--- config.mk ---
export PLATFORM = sky130hd
export DESIGN_NAME = regfile_dump_unit
export DESIGN_NICKNAME = d
export VERILOG_FILES = /design/src/rtl/rf_dump_pkg.sv /design/src/rtl/regfile_dump_unit.sv
export SDC_FILE = /design/constraint.sdc
export NUM_CORES = 1
export LEC_CHECK = 0
export CORE_MARGIN = 5
export CORE_UTILIZATION = 47
export CTS_CLUSTER_SIZE = 28
export DETAILED_ROUTE_END_ITERATION = 8
export GPL_TIMING_DRIVEN = 0
export PLACE_DENSITY_LB_ADDON = 0.08
export SYNTH_ARGS = -nofsm -noshare
export SYNTH_HDL_FRONTEND = slang
export SYNTH_SLANG_ARGS = --single-unit
export TNS_END_PERCENT = 1
--- constraint.sdc ---
create_clock -name clk -period 3.2 [get_ports clk]
set_input_delay 0.64 -clock clk [delete_from_list [all_inputs] [get_ports clk]]
set_output_delay 0.64 -clock clk [all_outputs]
set_load 0.01 [all_outputs]
--- src/rtl/rf_dump_pkg.sv ---
`default_nettype none
// ---------------------------------------------------------------------------
// rf_dump_pkg : shared types/constants for the register file and its dump unit
// Rev 1.0
// ---------------------------------------------------------------------------
package rf_dump_pkg;

  localparam int RF_NUM_REGS = 32;
  localparam int RF_ADDR_W   = 5;
  localparam int RF_DATA_W   = 32;

  typedef enum logic [1:0] {
    IDLE = 2'd0,
    LOAD = 2'd1,
    SEND = 2'd2,
    DONE = 2'd3
  } dump_state_e;

endpackage : rf_dump_pkg
`default_nettype wire

--- src/rtl/regfile_dump_unit.sv ---
`default_nettype none
// ---------------------------------------------------------------------------
// regfile_dump_unit : walks the register file and streams each word out over
// valid/ready while accumulating an XOR checksum.               Rev 1.0
// ---------------------------------------------------------------------------
module regfile_dump_unit
  import rf_dump_pkg::*;
#(
  parameter int NUM_REGS = RF_NUM_REGS,
  parameter int ADDR_W   = RF_ADDR_W,
  parameter int DATA_W   = RF_DATA_W
) (
  input  logic              clk,
  input  logic              reset_rf,
  input  logic              start,
  output logic              busy,
  output logic              done,
  output logic [ADDR_W-1:0] rf_adr,
  input  logic [DATA_W-1:0] rf_rdata,
  output logic              out_valid,
  input  logic              out_ready,
  output logic [DATA_W-1:0] out_data,
  output logic [ADDR_W-1:0] out_index,
  output logic              out_last,
  output logic [DATA_W-1:0] checksum
);

  localparam logic [ADDR_W-1:0] LAST_IDX = ADDR_W'(NUM_REGS - 1);

  dump_state_e       state_q, state_d;
  logic [ADDR_W-1:0] idx_q, idx_d;
  logic [ADDR_W-1:0] rf_adr_q, rf_adr_d;
  logic              out_valid_q, out_valid_d;
  logic [DATA_W-1:0] out_data_q, out_data_d;
  logic [ADDR_W-1:0] out_index_q, out_index_d;
  logic              out_last_q, out_last_d;
  logic [DATA_W-1:0] checksum_q, checksum_d;
  logic              hs;

  assign hs = out_valid_q && out_ready;

  always_ff @(posedge clk or posedge reset_rf) begin
    if (reset_rf) begin
      state_q     <= IDLE;
      idx_q       <= '0;
      rf_adr_q    <= '0;
      out_valid_q <= 1'b0;
      out_data_q  <= '0;
      out_index_q <= '0;
      out_last_q  <= 1'b0;
      checksum_q  <= '0;
    end else begin
      state_q     <= state_d;
      idx_q       <= idx_d;
      rf_adr_q    <= rf_adr_d;
      out_valid_q <= out_valid_d;
      out_data_q  <= out_data_d;
      out_index_q <= out_index_d;
      out_last_q  <= out_last_d;
      checksum_q  <= checksum_d;
    end
  end

  always_comb begin
    state_d = state_q;
    case (state_q)
      IDLE:    if (start) state_d = LOAD;
      LOAD:    state_d = SEND;
      SEND:    if (hs) state_d = out_last_q ? DONE : LOAD;
      DONE:    state_d = IDLE;
      default: state_d = IDLE;
    endcase
  end

  // Datapath next values; rf_adr always mirrors the next index so that the
  // read port already points at the word when LOAD is entered.
  always_comb begin
    idx_d       = idx_q;
    out_valid_d = out_valid_q;
    out_data_d  = out_data_q;
    out_index_d = out_index_q;
    out_last_d  = out_last_q;
    checksum_d  = checksum_q;
    case (state_q)
      IDLE: begin
        if (start) begin
          idx_d      = '0;
          checksum_d = '0;
        end
      end
      LOAD: begin
        out_data_d  = rf_rdata;
        out_index_d = idx_q;
        out_last_d  = (idx_q == LAST_IDX);
        out_valid_d = 1'b1;
      end
      SEND: begin
        if (hs) begin
          checksum_d  = checksum_q ^ out_data_q;
          out_valid_d = 1'b0;
          if (!out_last_q) idx_d = idx_q + 1'b1;
        end
      end
      default: ;
    endcase
    rf_adr_d = idx_d;
  end

  always_comb begin
    busy = (state_q == LOAD) || (state_q == SEND);
    done = (state_q == DONE);
  end

  assign rf_adr    = rf_adr_q;
  assign out_valid = out_valid_q;
  assign out_data  = out_data_q;
  assign out_index = out_index_q;
  assign out_last  = out_last_q;
  assign checksum  = checksum_q;

endmodule : regfile_dump_unit
`default_nettype wire

Word-level counts from Yosys, hierarchy flattened
Cells that the tools add are included.
Storage, ports and cells
  flip-flop bits (word level): 78
  input bits: 36
  output and inout bits: 78
  logic and storage cells: 38
Operators by class
  $add $sub $neg: 1
  equal/unequal tests: 7
  mux-type cells: 13
  bitwise operators: 1
  reductions and logical operators: 9
Operators by type and width (count)
  $mux 32: 2
  $pmux 32 s2: 1
  $xor 32x32->32: 1
  $mux 5: 3
  $pmux 5 s2: 1
  $pmux 2 s4: 1
  $mux 2: 3
  $ne 2x2->1 const B: 3
  $add 5x1->5 const B: 1
  $eq 5x5->1 const B: 1
  $eq 2x2->1 const B: 2
  $reduce_and 2->1: 2
  $reduce_and 4->1: 1
  $reduce_bool 2->1: 2
  $reduce_and 3->1: 1
  $eq 2x1->1 const B: 1
  $logic_not 2->1: 1
  $pmux 1 s2: 1
  $logic_and 1x1->1: 1
  $logic_or 1x1->1: 1
  $mux 1: 1

Depth between registers and ports, before layout
Gate-level depths: netlist of the first run.
  word-level depth: 4
  depth in mapped cells: 8
  gate-level depth less buffers: 6

Least setup slack after synthesis of the first run
No wires, ideal clock.
  path type: reg2reg
  start point: register state_q[0]
  end point: register checksum_q[10] (netlist: checksum[10])
  library setup time: 0.129 ns
  arrival time: 1.510 ns
  data required time: 3.071 ns
  setup slack: 1.560 ns
  cell stages (with the launch flop): 9
  buffers on the path: 3
  period minus slack after synthesis: 1.640 ns
  cells stage by stage: dfrtp_1 -> inv_1 -> ha_1 -> buf_4 -> a21boi_4 -> buf_6 -> buf_6 -> o31ai_1 -> o21ai_1
On the way
  word-level cells in the longest chain between the ends: 3
  elaborated cells between the ends (all ways): 7
  those cells by class: 3 x eq/ne; 1 x mux; 3 x reduce/logical
Ends and longest elaborated chain
  start: declaration: line regfile_dump_unit.sv:30  | dump_state_e state_q, state_d;
  start signal: assignment: line regfile_dump_unit.sv:53  | state_q <= state_d;
  $eq 2x2->1 / $logic_not 2->1 (equally long branches): line regfile_dump_unit.sv:84  | case (state_q)
  $ne 2x2->1 (no source line) / $reduce_bool 2->1 (equally long branches)
  $reduce_and 3->1 (no source line)
  end signal: assignment: line regfile_dump_unit.sv:60  | checksum_q <= checksum_d;
  end: declaration: line regfile_dump_unit.sv:37  | logic [DATA_W-1:0] checksum_q, checksum_d;
Several ways; a longest one is shown, not always the timed one.
A chain may end at the register's enable or synchronous reset.

Worst setup path after layout of the first run
  start point: register state_q[0]
  end point: output busy
On the way
  word-level cells in the longest chain between the ends: 2
  elaborated cells between the ends (all ways): 3
  those cells by class: 2 x eq/ne; 1 x reduce/logical
Ends and longest elaborated chain
  $eq 2x1->1 / $eq 2x2->1 (equally long branches): line regfile_dump_unit.sv:110  | busy = (state_q == LOAD) || (state_q == SEND);
  $logic_or 1x1->1 (*): line regfile_dump_unit.sv:110
  end: declaration: line regfile_dump_unit.sv:16  | output logic busy,
Mark *: on every way between the ends. The rest lies on a longest branch, timed or not.

==> results of run 1 <==
## how the worst min path moves through the flow
stage,end,slack [ns],cells past startpoint
3_3_place_gp,out_index[4],0.49,1
6_report,out_index[4],0.51,1
5_1_grt,out_index[4],0.54,1
4_1_cts,out_index[4],0.51,1
2_1_floorplan,state_q[0],0.53,1
3_5_place_dp,out_index[4],0.49,1
## sequential cells by signal (all words and copies together) (netlist names)
signal,flops
checksum,32
out_data,32
out_index,5
rf_adr,5
state_q,2
out_last,1
out_valid,1
## kinds of logic (layout without fill, tap and decap cells)
family / count (synthesis) / count (layout) / share of synthesized area (%)
buf+inv: 26 / 156 / 3.90
compound gates: 76 / 76 / 13.9
flops: 78 / 78 / 52.9
simple gates: 83 / 83 / 14.0
fa+ha+maj: 8 / 8 / 2.71
mux: 40 / 40 / 12.5
## cells in the final DEF (no fill, tap or decap), types with 2 or more instances in the layout
master and instances:
nand2_1 4, clkbuf_8 12, ha_1 8, dfrtp_1 78, mux2_2 38, buf_2 10, nor2b_1 32, a21oi_1 2
buf_6 4, nand2b_1 34, o21ai_1 32, nand3_1 2, nand4b_1 2, clkinv_2 2, clkdlybuf4s50_1 113, inv_1 6
clkbuf_1 5, o31ai_1 31
## through the flow
| stage | instance area, um2 | std cells | TNS, ns |
|---|---|---|---|
| after global placement | 4950 | 526 | -64.82 |
| after detailed placement | 4980 | 527 | 0 |
| final | 5160 | 543 | 0 |
| after global routing | 5160 | 543 | 0 |
| after floorplan | 3690 | 311 | 0 |
| after CTS | 5160 | 543 | 0 |
## area by class of cell
cell class	count	area share [%]
sequential	78	37.8
multi-input combinational	207	30.8
timing repair buffer	114	22.4
clock buffer	13	3.27
tap	102	2.47
buffer	19	2.28
inverter	7	0.557
clock inverter	3	0.339
## layer usage
layer	vias up	track usage [%]
li1	1349	-
met1	1396	24.7
met2	73	32.4
met3	11	4.32
met4	0	6.30
met5	-	0
## power by group through the flow
stage | Combinational [uW] | Clock (uW) | Sequential, uW
2_1_floorplan | 1250 | 0 | 1860
3_3_place_gp | 2500 | 0 | 1730
3_5_place_dp | 2570 | 0 | 1760
4_1_cts | 2580 | 710 | 1740
5_1_grt | 2760 | 758 | 1820
6_report | 2530 | 697 | 1740
==> metrics.yaml, run 1 <==
drc: 0
cp_top_family: "buffers and inverters"
power.total_uw: 4970
min_period_ns: 2.33
cts_buffers: 9
synth_most_common_cell: "dfrtp_1"
worst_slew_pin_slew_ns: 0.475
io_buffer_count: 113
hold_viol: 0
p_sw_uw: 1840
drt-pass1-iter-count: 4
start_util_pct: 48.0
antenna_found_initial: 0
syn_area_per_cell_um2: 11.9
period_share_pct: 72.9
yosysTopAreaCell: "dfrtp_1"
postCtsSetupBuffers: 0
path_cells: "inv_1, ha_1, clkdlybuf4s50_1"
cap_violations: 0
die_width_um: 98.6
synth_top_area_share_pct: 52.9
status: "complete, no violations"
crit_buf_inv: 2
crit_end: "busy"
syn-num-nets: 355
setup_viol: 0
critPathKind: "reg2out"
relSlewSlack_pct: 68.4
post-route-util_pct: 67.2
netlist_instances: 311
cp.depth: 3
met2_length_um: 4490
critPathLaunchType: "register"
place_ws_ns: 0.994
critPathMaxFanout: 5
diodes: 0
wl_um: 9080
cts_tree: "done"
route.met3.wl_um: 454
min-delay-start: "out_index[4]"
ir_worst_vdd_uv: 510
grt_overflow: 0
p_leak_uw: 0.00221
ant_nets: 0
synth-edff-count: 0
cts_sinks: 78
via_per_inst: 5.21
ys_seq_area_share_pct: 52.9
fin_ws_ns: 0.868
path_clk_slew_ns: 0.08
row_count: 32
highest_layer: "met4"
r2r_cells: 6
rsz0062_at_grt: "no"
synth_cell_types: 38
ys.flop_type: "dfrtp_1"
met1_length_um: 3990
clkPwrFrac_pct: 14.0
slowest_stage: "clkdlybuf4s50_1"
r2r_start: "state_q[0]"
drv_slew: 0
seqPwrFrac_pct: 35.1
cp-startpoint: "state_q[0]"
die_h_um: 98.6
end_kind: "primary output"
arrival_ns: 1.69
r2r_slack_ns: 1.28
post_cts_resized: 0
grt_max_degree: 44
synthArstFlopShare_pct: 100
power_frac_comb_pct: 50.9
grt_pass1_vias: 3000
regArea_um2: 1950
num-fill-cells: 644
synth_area_um2: 3690
die-area_um2: 9720
ys_ff_latch: 78
p_int_uw: 3130
io_pins: 114
fin_nets: 480
grt_pass1_wl_um: 15200
clock_latency_ns: 0.35
cts_hold_buf: 0
core_um2: 7690
rr_endpoint: "checksum[11]"
clk_path_buf_depth: 2
multi_input_area_um2: 1590
drtIter0Drc: 84
synthTopCellsByArea: "dfrtp_1 (53%), mux2_2 (12%), o31ai_1 (6.3%), nand2b_1 (5.8%), nor2b_1 (5.4%)"
cellPowerDensity_nw_per_um2: 963
fmax_mhz: 429
synth_warnings: 0
syn_to_final_growth_pct: 40.0
drive_gt1_share_pct: 17.0
hpwl_um: 6630
critPathRequiredTime_ns: 2.56
num_vias: 2829
synth.top_cells.by_count: "dfrtp_1 (78), mux2_2 (38), nand2b_1 (34), nor2b_1 (32), o21ai_1 (32)"
cpPeakStageDelay_ns: 0.53
htreeDepth: 3
hp-class: "reg2reg"
gp_congestion: 0.745
drt-wirelength-per-cell_um: 16.7
switching_share_pct: 37.1
cts-root-buf: "clkbuf_8"
grtUsageTotal_pct: 19.3
fin_skew_ns: 0.0117
hold_ws_ns: 0.508
Power figures use the tool's default switching activity.
==> run 2, diff against run 1 <==
Settings changed: CORE_UTILIZATION 47 to 42.
Clock period 3.2 ns to 1.95 ns, I/O delays scaled along.
==> metrics.yaml, run 2 (synthesis results as in run 1) <==
use_met3_pct: 5.91
final_cell_mix: "clkdlybuf4s50_1 (111), dfrtp_1 (77), mux2_2 (38)"
drv_slew: 0
relSlewSlack_pct: 69.5
syn_to_final_growth_pct: 42.4
grtUsageTotal_pct: 17.8
clock_latency_ns: 0.35
place_ws_ns: -0.0325
p_leak_uw: 0.00226
drt-pass1-iter-count: 4
setup_viol: 0
hp-class: "in2async"
fin_ws_ns: 0.0868
cts_tree: "done"
status: "complete, no violations"
cts_hold_buf: 0
end_kind: "register"
globalRouteMet2Util_pct: 28.4
diodes: 0
wl_um: 9200
drc: 0
die_width_um: 104
grt_pass1_wl_um: 15700
post-route-util_pct: 60.8
via_per_inst: 5.16
die_h_um: 104
arrival_ns: 2.09
io_buffer_count: 113
critPathRequiredTime_ns: 2.18
gp_congestion: 0.723
path_clk_slew_ns: 0.08
grt_pass1_vias: 3017
grt_overflow: 0
ir_worst_vdd_uv: 664
cts-root-buf: "clkbuf_8"
top_usage_layer: "met2"
use_met1_pct: 23.2
final_cells: 557
drive_gt1_share_pct: 19.4
min_period_ns: 1.86
antenna_found_initial: 0
drt-wirelength-per-cell_um: 16.5
core_um2: 8640
critPathMaxFanout: 10
dp.cells: 534
cap_violations: 0
drtIter0Drc: 104
worst_slew_pin_slew_ns: 0.458
num-fill-cells: 737
cellPowerDensity_nw_per_um2: 1580
cts_buffers: 9
fin_nets: 488
start_util_pct: 42.7
row_count: 34
grt_max_degree: 39
fin_skew_ns: 0.00950
period_share_pct: 95.5
critPathKind: "reg2reg"
rsz0062_at_grt: "yes"
clk_path_buf_depth: 2
htreeDepth: 3
io_pins: 114
num_vias: 2875
hold_viol: 0
die-area_um2: 10800
final_common_cell: "clkdlybuf4s50_1"
ant_nets: 0
critPathLaunchType: "register"
fmax_mhz: 537
hpwl_um: 6600
r2r_cells: 6
cts_sinks: 78
run 2: power by group:
group	internal (uW)	leakage [uW]	switching (uW)	total (uW)
Sequential	2260	0.000995	582	2840
Combinational	2380	0.00116	1880	4260
Clock	621	0.000102	592	1210
Total	5260	0.00226	3050	8310
run 2: per-stage QoR:
stage	area [um2]	power (uW)	hold slack (ns)	setup TNS, ns
floorplan	3690	5120	0.528	0
global placement	4960	6990	0.491	-24.10
detailed placement	5000	7110	0.497	-0.291
CTS	5210	8370	0.271	0
global route	5250	8960	0.270	-0.153
finish	5250	8310	0.286	0
run 2: repair_timing:
| action | 4_1_cts | 5_1_grt |
|---|---|---|
| buffers inserted | 2 | 5 |
| endpoints found under the setup margin | 21 | 33 |
| resized for setup | 2 | 4 |
run 2: final timing paths:
kind / to / startpoint / slack (ns)
worst max-delay path: checksum[27] / state_q[0] / 0.09
worst min-delay path: checksum[27] / reset_rf / 0.29
worst max register to register: checksum[27] / state_q[0] / 0.09
worst min register to register: out_index[3] / out_index[3] / 0.51
max in group asynchronous: out_last / reset_rf / 0.98
min in group clk: out_index[3] / out_index[3] / 0.51
run 2: area by class of cell:
| type | count | area [um2] | area share, % |
|---|---|---|---|
| plain buffers | 19 | 119 | 2.26 |
| clock buffers | 10 | 138 | 2.62 |
| clock inverters | 6 | 61.3 | 1.17 |
| inverters | 7 | 30.0 | 0.572 |
| multi-input cells | 207 | 1590 | 30.4 |
| flip-flops and latches | 78 | 1950 | 37.2 |
| well taps | 108 | 135 | 2.57 |
| repair buffers | 122 | 1220 | 23.3 |
run 2: layer usage:
metal	vias to the layer above	part of all wire (%)
met5	-	0
met4	0	1.2
met3	12	5.8
met2	71	48
met1	1422	45
li1	1370	-
run 2: critical path: stages, from the launching register on:
cell and delay [ns]:
dfrtp_1 0.39, inv_1 0.15, ha_2 0.25, nor2b_2 0.25, nand4b_1 0.30, buf_2 0.31, o21ai_1 0.11
==> run 3, diff against run 2 <==
Settings changed: HOLD_SLACK_MARGIN set to 0.05.
==> results of run 3 <==
Final layout, timing and power as in run 2 (identical DEF).
